`config.mk`:
```
export PLATFORM = sky130hd
export DESIGN_NAME = fc_feeder
export DESIGN_NICKNAME = d
export VERILOG_FILES = /design/src/rtl/fc_feeder.sv
export SDC_FILE = /design/constraint.sdc
export NUM_CORES = 1
export LEC_CHECK = 0
export BUFFER_PORTS_ARGS = -buffer_cell sky130_fd_sc_hd__buf_2
export CORE_AREA = 2 2 208 210
export CTS_CLUSTER_SIZE = 10
export DETAILED_ROUTE_END_ITERATION = 8
export DIE_AREA = 0 0 210 212
export GPL_TIMING_DRIVEN = 0
export SYNTH_ARGS = -nofsm -noshare
export SYNTH_HDL_FRONTEND = slang
export SYNTH_SLANG_ARGS = --single-unit
```
`constraint.sdc`:
```
create_clock -name clk -period 3.3 [get_ports clk]
set_input_delay 0.66 -clock clk [delete_from_list [all_inputs] [get_ports clk]]
set_output_delay 0.66 -clock clk [all_outputs]
set_load 0.05 [all_outputs]
```
`src/rtl/fc_feeder.sv`:
```
// fc_feeder: input-side sequencer for the fully connected layer.
// On an accepted start it reads BEATS words of packed features and weight
// pairs from synchronous-read buffers and hands each word to the FC core as a
// one-cycle valid strobe. Strobes are spaced exactly BEAT_PERIOD cycles apart.
// After the last beat it waits RES_LAT cycles, captures the two int8 results,
// and reports them with a one-cycle done pulse.
//
// Ports:
//   clk, rst_n           clock, asynchronous active-low reset
//   start_i, bias_i      frame request (IDLE only) and bias latched on accept
//   busy_o               high from accept+1 through the done cycle
//   mem_rd_en_o/addr_o   buffer read strobe and address (= beat index)
//   feat/wgt_rdata_i     buffer read data, valid the cycle after the strobe
//   fc_valid_o, fc_*_o   beat strobe, features, weights and bias to the core
//   fc_res1/2_i          core results
//   done_o, res1/2_o     frame-complete pulse and captured results
module fc_feeder #(
  parameter int BEATS       = 32,
  parameter int BEAT_PERIOD = 13,
  parameter int RES_LAT     = 12,
  parameter int AW          = 5
) (
  input  logic               clk,
  input  logic               rst_n,
  input  logic               start_i,
  input  logic [31:0]        bias_i,
  output logic               busy_o,
  output logic               mem_rd_en_o,
  output logic [AW-1:0]      mem_addr_o,
  input  logic [71:0]        feat_rdata_i,
  input  logic [143:0]       wgt_rdata_i,
  output logic               fc_valid_o,
  output logic [71:0]        fc_data_o,
  output logic [71:0]        fc_weight1_o,
  output logic [71:0]        fc_weight2_o,
  output logic [31:0]        fc_bias_o,
  input  logic signed [7:0]  fc_res1_i,
  input  logic signed [7:0]  fc_res2_i,
  output logic               done_o,
  output logic signed [7:0]  res1_o,
  output logic signed [7:0]  res2_o
);

  // One extra bit so the beat counter can hold BEATS itself.
  localparam int BW   = AW + 1;
  localparam int CMAX = (BEAT_PERIOD > RES_LAT) ? BEAT_PERIOD : RES_LAT;
  localparam int CW   = $clog2(CMAX + 1);

  typedef enum logic [2:0] {
    S_IDLE, S_RD, S_LAT, S_SEND, S_GAP, S_DRAIN, S_DONE
  } state_t;

  state_t           state_q, state_d;
  logic [BW-1:0]    beat_q, beat_d;
  logic [CW-1:0]    cnt_q, cnt_d;
  logic [71:0]      data_q, data_d;
  logic [71:0]      w1_q, w1_d;
  logic [71:0]      w2_q, w2_d;
  logic [31:0]      bias_q, bias_d;
  logic signed [7:0] res1_q, res1_d;
  logic signed [7:0] res2_q, res2_d;

  // State and datapath registers
  always_ff @(posedge clk or negedge rst_n) begin
    if (!rst_n) begin
      state_q <= S_IDLE;
      beat_q  <= '0;
      cnt_q   <= '0;
      data_q  <= '0;
      w1_q    <= '0;
      w2_q    <= '0;
      bias_q  <= '0;
      res1_q  <= '0;
      res2_q  <= '0;
    end else begin
      state_q <= state_d;
      beat_q  <= beat_d;
      cnt_q   <= cnt_d;
      data_q  <= data_d;
      w1_q    <= w1_d;
      w2_q    <= w2_d;
      bias_q  <= bias_d;
      res1_q  <= res1_d;
      res2_q  <= res2_d;
    end
  end

  // Next-state logic. RD, LAT and SEND take one cycle each, so GAP covers the
  // remaining BEAT_PERIOD-3 cycles of the beat; with BEAT_PERIOD == 3 GAP is
  // skipped entirely. DRAIN lasts RES_LAT cycles so the results are sampled
  // on the edge ending (last SEND + RES_LAT).
  always_comb begin
    state_d = state_q;
    beat_d  = beat_q;
    cnt_d   = cnt_q;
    case (state_q)
      S_IDLE: begin
        if (start_i) begin
          state_d = S_RD;
          beat_d  = '0;
        end
      end
      S_RD:  state_d = S_LAT;
      S_LAT: state_d = S_SEND;
      S_SEND: begin
        beat_d = beat_q + 1'b1;
        if (beat_q == BW'(BEATS - 1)) begin
          state_d = S_DRAIN;
          cnt_d   = CW'(RES_LAT - 1);
        end else if (BEAT_PERIOD == 3) begin
          state_d = S_RD;
        end else begin
          state_d = S_GAP;
          cnt_d   = CW'(BEAT_PERIOD - 4);
        end
      end
      S_GAP: begin
        if (cnt_q == '0) state_d = S_RD;
        else             cnt_d   = cnt_q - 1'b1;
      end
      S_DRAIN: begin
        if (cnt_q == '0) state_d = S_DONE;
        else             cnt_d   = cnt_q - 1'b1;
      end
      S_DONE:  state_d = S_IDLE;
      default: state_d = S_IDLE;
    endcase
  end

  // Datapath loads: bias on accept, beat data on the edge ending LAT,
  // results on the edge ending the last DRAIN cycle.
  always_comb begin
    data_d = data_q;
    w1_d   = w1_q;
    w2_d   = w2_q;
    bias_d = bias_q;
    res1_d = res1_q;
    res2_d = res2_q;
    if (state_q == S_IDLE && start_i) bias_d = bias_i;
    if (state_q == S_LAT) begin
      data_d = feat_rdata_i;
      w1_d   = wgt_rdata_i[71:0];
      w2_d   = wgt_rdata_i[143:72];
    end
    if (state_q == S_DRAIN && cnt_q == '0) begin
      res1_d = fc_res1_i;
      res2_d = fc_res2_i;
    end
  end

  // Outputs decoded from state
  always_comb begin
    busy_o      = (state_q != S_IDLE);
    mem_rd_en_o = (state_q == S_RD);
    fc_valid_o  = (state_q == S_SEND);
    done_o      = (state_q == S_DONE);
  end

  assign mem_addr_o   = beat_q[AW-1:0];
  assign fc_data_o    = data_q;
  assign fc_weight1_o = w1_q;
  assign fc_weight2_o = w2_q;
  assign fc_bias_o    = bias_q;
  assign res1_o       = res1_q;
  assign res2_o       = res2_q;

endmodule

```
==> flow_summary.ini <==
[grt]
grt_pass1_wl_um = 43280
grt_max_degree = 116
gr-total-overflow = 0
antenna_found_initial = 0
grt_pass1_vias = 7902
track_usage = 0.1252

[floorplanning]
fp.dieArea_um2 = 44520
rows = 76
start_util = 0.2511
core_um2 = 42510
num_io_pins = 540
die_y_um = 212
die_w_um = 210

[pwr]
power_mw = 16.97
p_leak_nw = 7.273
p_per_area_nw_per_um2 = 1123
ir_drop_mv = 0.5656

[cts]
path_clk_slew_ns = 0.05
clkSinkCount = 277
cts_tree = built
clockBufferDepth = 3
htree_levels = 2
root_buffer = clkbuf_16
numCtsBuffers = 34
hold_buffers = 0
postCtsSetupBuffers = 0
clk_latency_ns = 0.52
cts_resized = 0

[route]
drt-initial-drc-count = 257
via_per_inst = 4.181
vias = 7404
drc_errors = 0
wl_per_cell_um = 16.45
first_pass_iters = 4
routed_wl_um = 29130
drtAntennaViolNets = 0

[setup_path]
cp-end-kind = output port
r2r_slack_ns = 1.30
crit_required_ns = 2.64
critical_path_class = flip-flop to output port
start_kind = flip-flop
crit_path_max_fanout = 9
cp.arrival_ns = 1.89

[placed_design]
place_ws_ns = 1.246
place_area_um2 = 14120
io_buffer_count = 539
dpl.hpwl_um = 22450
dp.cells = 1724
place_congestion = 0.7532

[finish]
finalNetCount = 1483
antennaDiodeCount = 0
fin_cells = 1771
drive_gt1_frac = 0.6220
num-fill-cells = 4188
final_util = 0.3556
area_delta_synth_final_pct = 41.59
design_area_um2 = 15110

[yosys]
ys_seq_area_frac = 0.6494
synthAdderAreaFrac = 0.002344
synth_top_cell_by_area = dfrtp_1
synthTopCellsByCount = dfrtp_1, mux2_2, mux2_1, buf_4, buf_8
synth_top_family_by_area = multiplexers
synth.area.mux_share = 0.2813
ys_async_sr_fraction = 1.000
syn_inst = 637
synth-edff-count = 0
avgSynthCellArea_um2 = 16.76
synth_top_area_frac = 0.6494
synth_area_leaders = dfrtp_1, mux2_2, mux2_1
synth-compound-area-share = 0.008791
synth_seq_cells = 277
ys_types = 35
ys.warnings.count = 0
synthSimpleGateAreaFrac = 0.01829
synth.cell_area_um2 = 10670
yosys.area_share.xor_xnor = 0.001641
synth_ff_type = dfrtp_1
synth.most_common_cell = dfrtp_1
syn_nets = 906

[sta]
report.final.slew_viol_count = 0
min_period_ns = 2.548
rsz0062_at_grt = false
finalSetupViolCount = 0
fmax_mhz = 392.4
fin_setup_tns_ns = 0
fin_ws_ns = 0.7519
tightestPinTransition_ns = 0.6704
slew_headroom = 0.5531
fin_skew_ns = 0.01284
hold-worst-slack_ns = 0.07943
fin_crit_sh = 0.7722
finalHoldViolations = 0

[job]
drv_cap = 0

[min_path]
hp-class = primary input to async pin

[status]
status = finished clean
-- routing by layer --
| metal | global-route usage | vias up | routed length (µm) |
|---|---|---|---|
| li1 | - | 3393 | - |
| met1 | 0.1382 | 3625 | 11130 |
| met2 | 0.2212 | 343 | 14690 |
| met3 | 0.04860 | 43 | 2662 |
| met4 | 0.04109 | 0 | 652 |
| met5 | 0 | - | 0 |
-- worst max-delay path: stages (launching register included) --
cell	delay, ns
dfrtp_1	0.36
buf_4	0.17
nand3b_2	0.32
clkinv_1	0.22
buf_2	0.31
-- worst paths after layout --
kind | from | cells after the start | endpoint
worst min register to register | fc_weight1_o[45]$_DFFE_PN0P_ | 1 | fc_weight1_o[45]$_DFFE_PN0P_
min in group clk | wgt_rdata_i[64] | 2 | fc_weight1_o[64]$_DFFE_PN0P_
worst max register to register | cnt_q[0]$_DFFE_PN0P_ | 7 | res1_o[3]$_DFFE_PN0P_
worst max-delay path | state_q[2]$_DFFE_PN0P_ | 4 | fc_valid_o
max in group asynchronous | rst_n | 2 | fc_weight2_o[36]$_DFFE_PN0P_
worst min-delay path | rst_n | 1 | fc_weight1_o[18]$_DFFE_PN0P_
-- report_power, final --
part	total [mW]	leakage, nW	internal, mW	switching (mW)
Sequential	5.16	3.25	4.60	0.567
Combinational	8.39	3.54	2.56	5.84
Clock	3.41	0.486	2.06	1.35
-- cell type report --
class	count	area, µm²	share of cell area
Buffer	37	392.9	0.02600
Clock buffer	47	993.5	0.06573
Inverter	4	15.01	0.0009935
Multi-Input combinational cell	319	3334	0.2206
Sequential cell	277	6932	0.4586
Tap cell	546	683.2	0.04520
Timing Repair Buffer	541	2763	0.1828
-- state kept, by name (all words and copies together), names as in the netlist --
| register | flops |
|---|---|
| fc_bias_o | 32 |
| fc_weight1_o | 72 |
| cnt_q | 4 |
| beat_q | 6 |
| state_q | 3 |
| res2_o | 8 |
| fc_data_o | 72 |
| res1_o | 8 |
| fc_weight2_o | 72 |
-- cells in the final DEF (no fill, tap or decap), types with 3 or more instances in the layout --
master     instances
clkbuf_16         37
buf_8             11
clkbuf_1           7
o21ai_0            9
nor3_1             3
buf_6              8
nand2b_1           3
a21oi_1            4
clkbuf_8           3
nand2_1            7
mux2_2           139
buf_2            539
buf_4             17
dfrtp_1          277
mux2_1           125
nor2_1             5
mux2i_1            3
-- kinds of logic (layout without fill, tap and decap cells) --
group / Yosys count / in the layout
buffers and inverters: 41 / 629
multiplexers: 267 / 267
AND/OR/NAND/NOR: 31 / 31
adder cells (fa/ha/maj): 2 / 2
flip-flops: 277 / 277
AO/OA/AOI/OAI: 17 / 17
XOR/XNOR: 2 / 2
No activity file was read; power rests on OpenSTA's default activity.
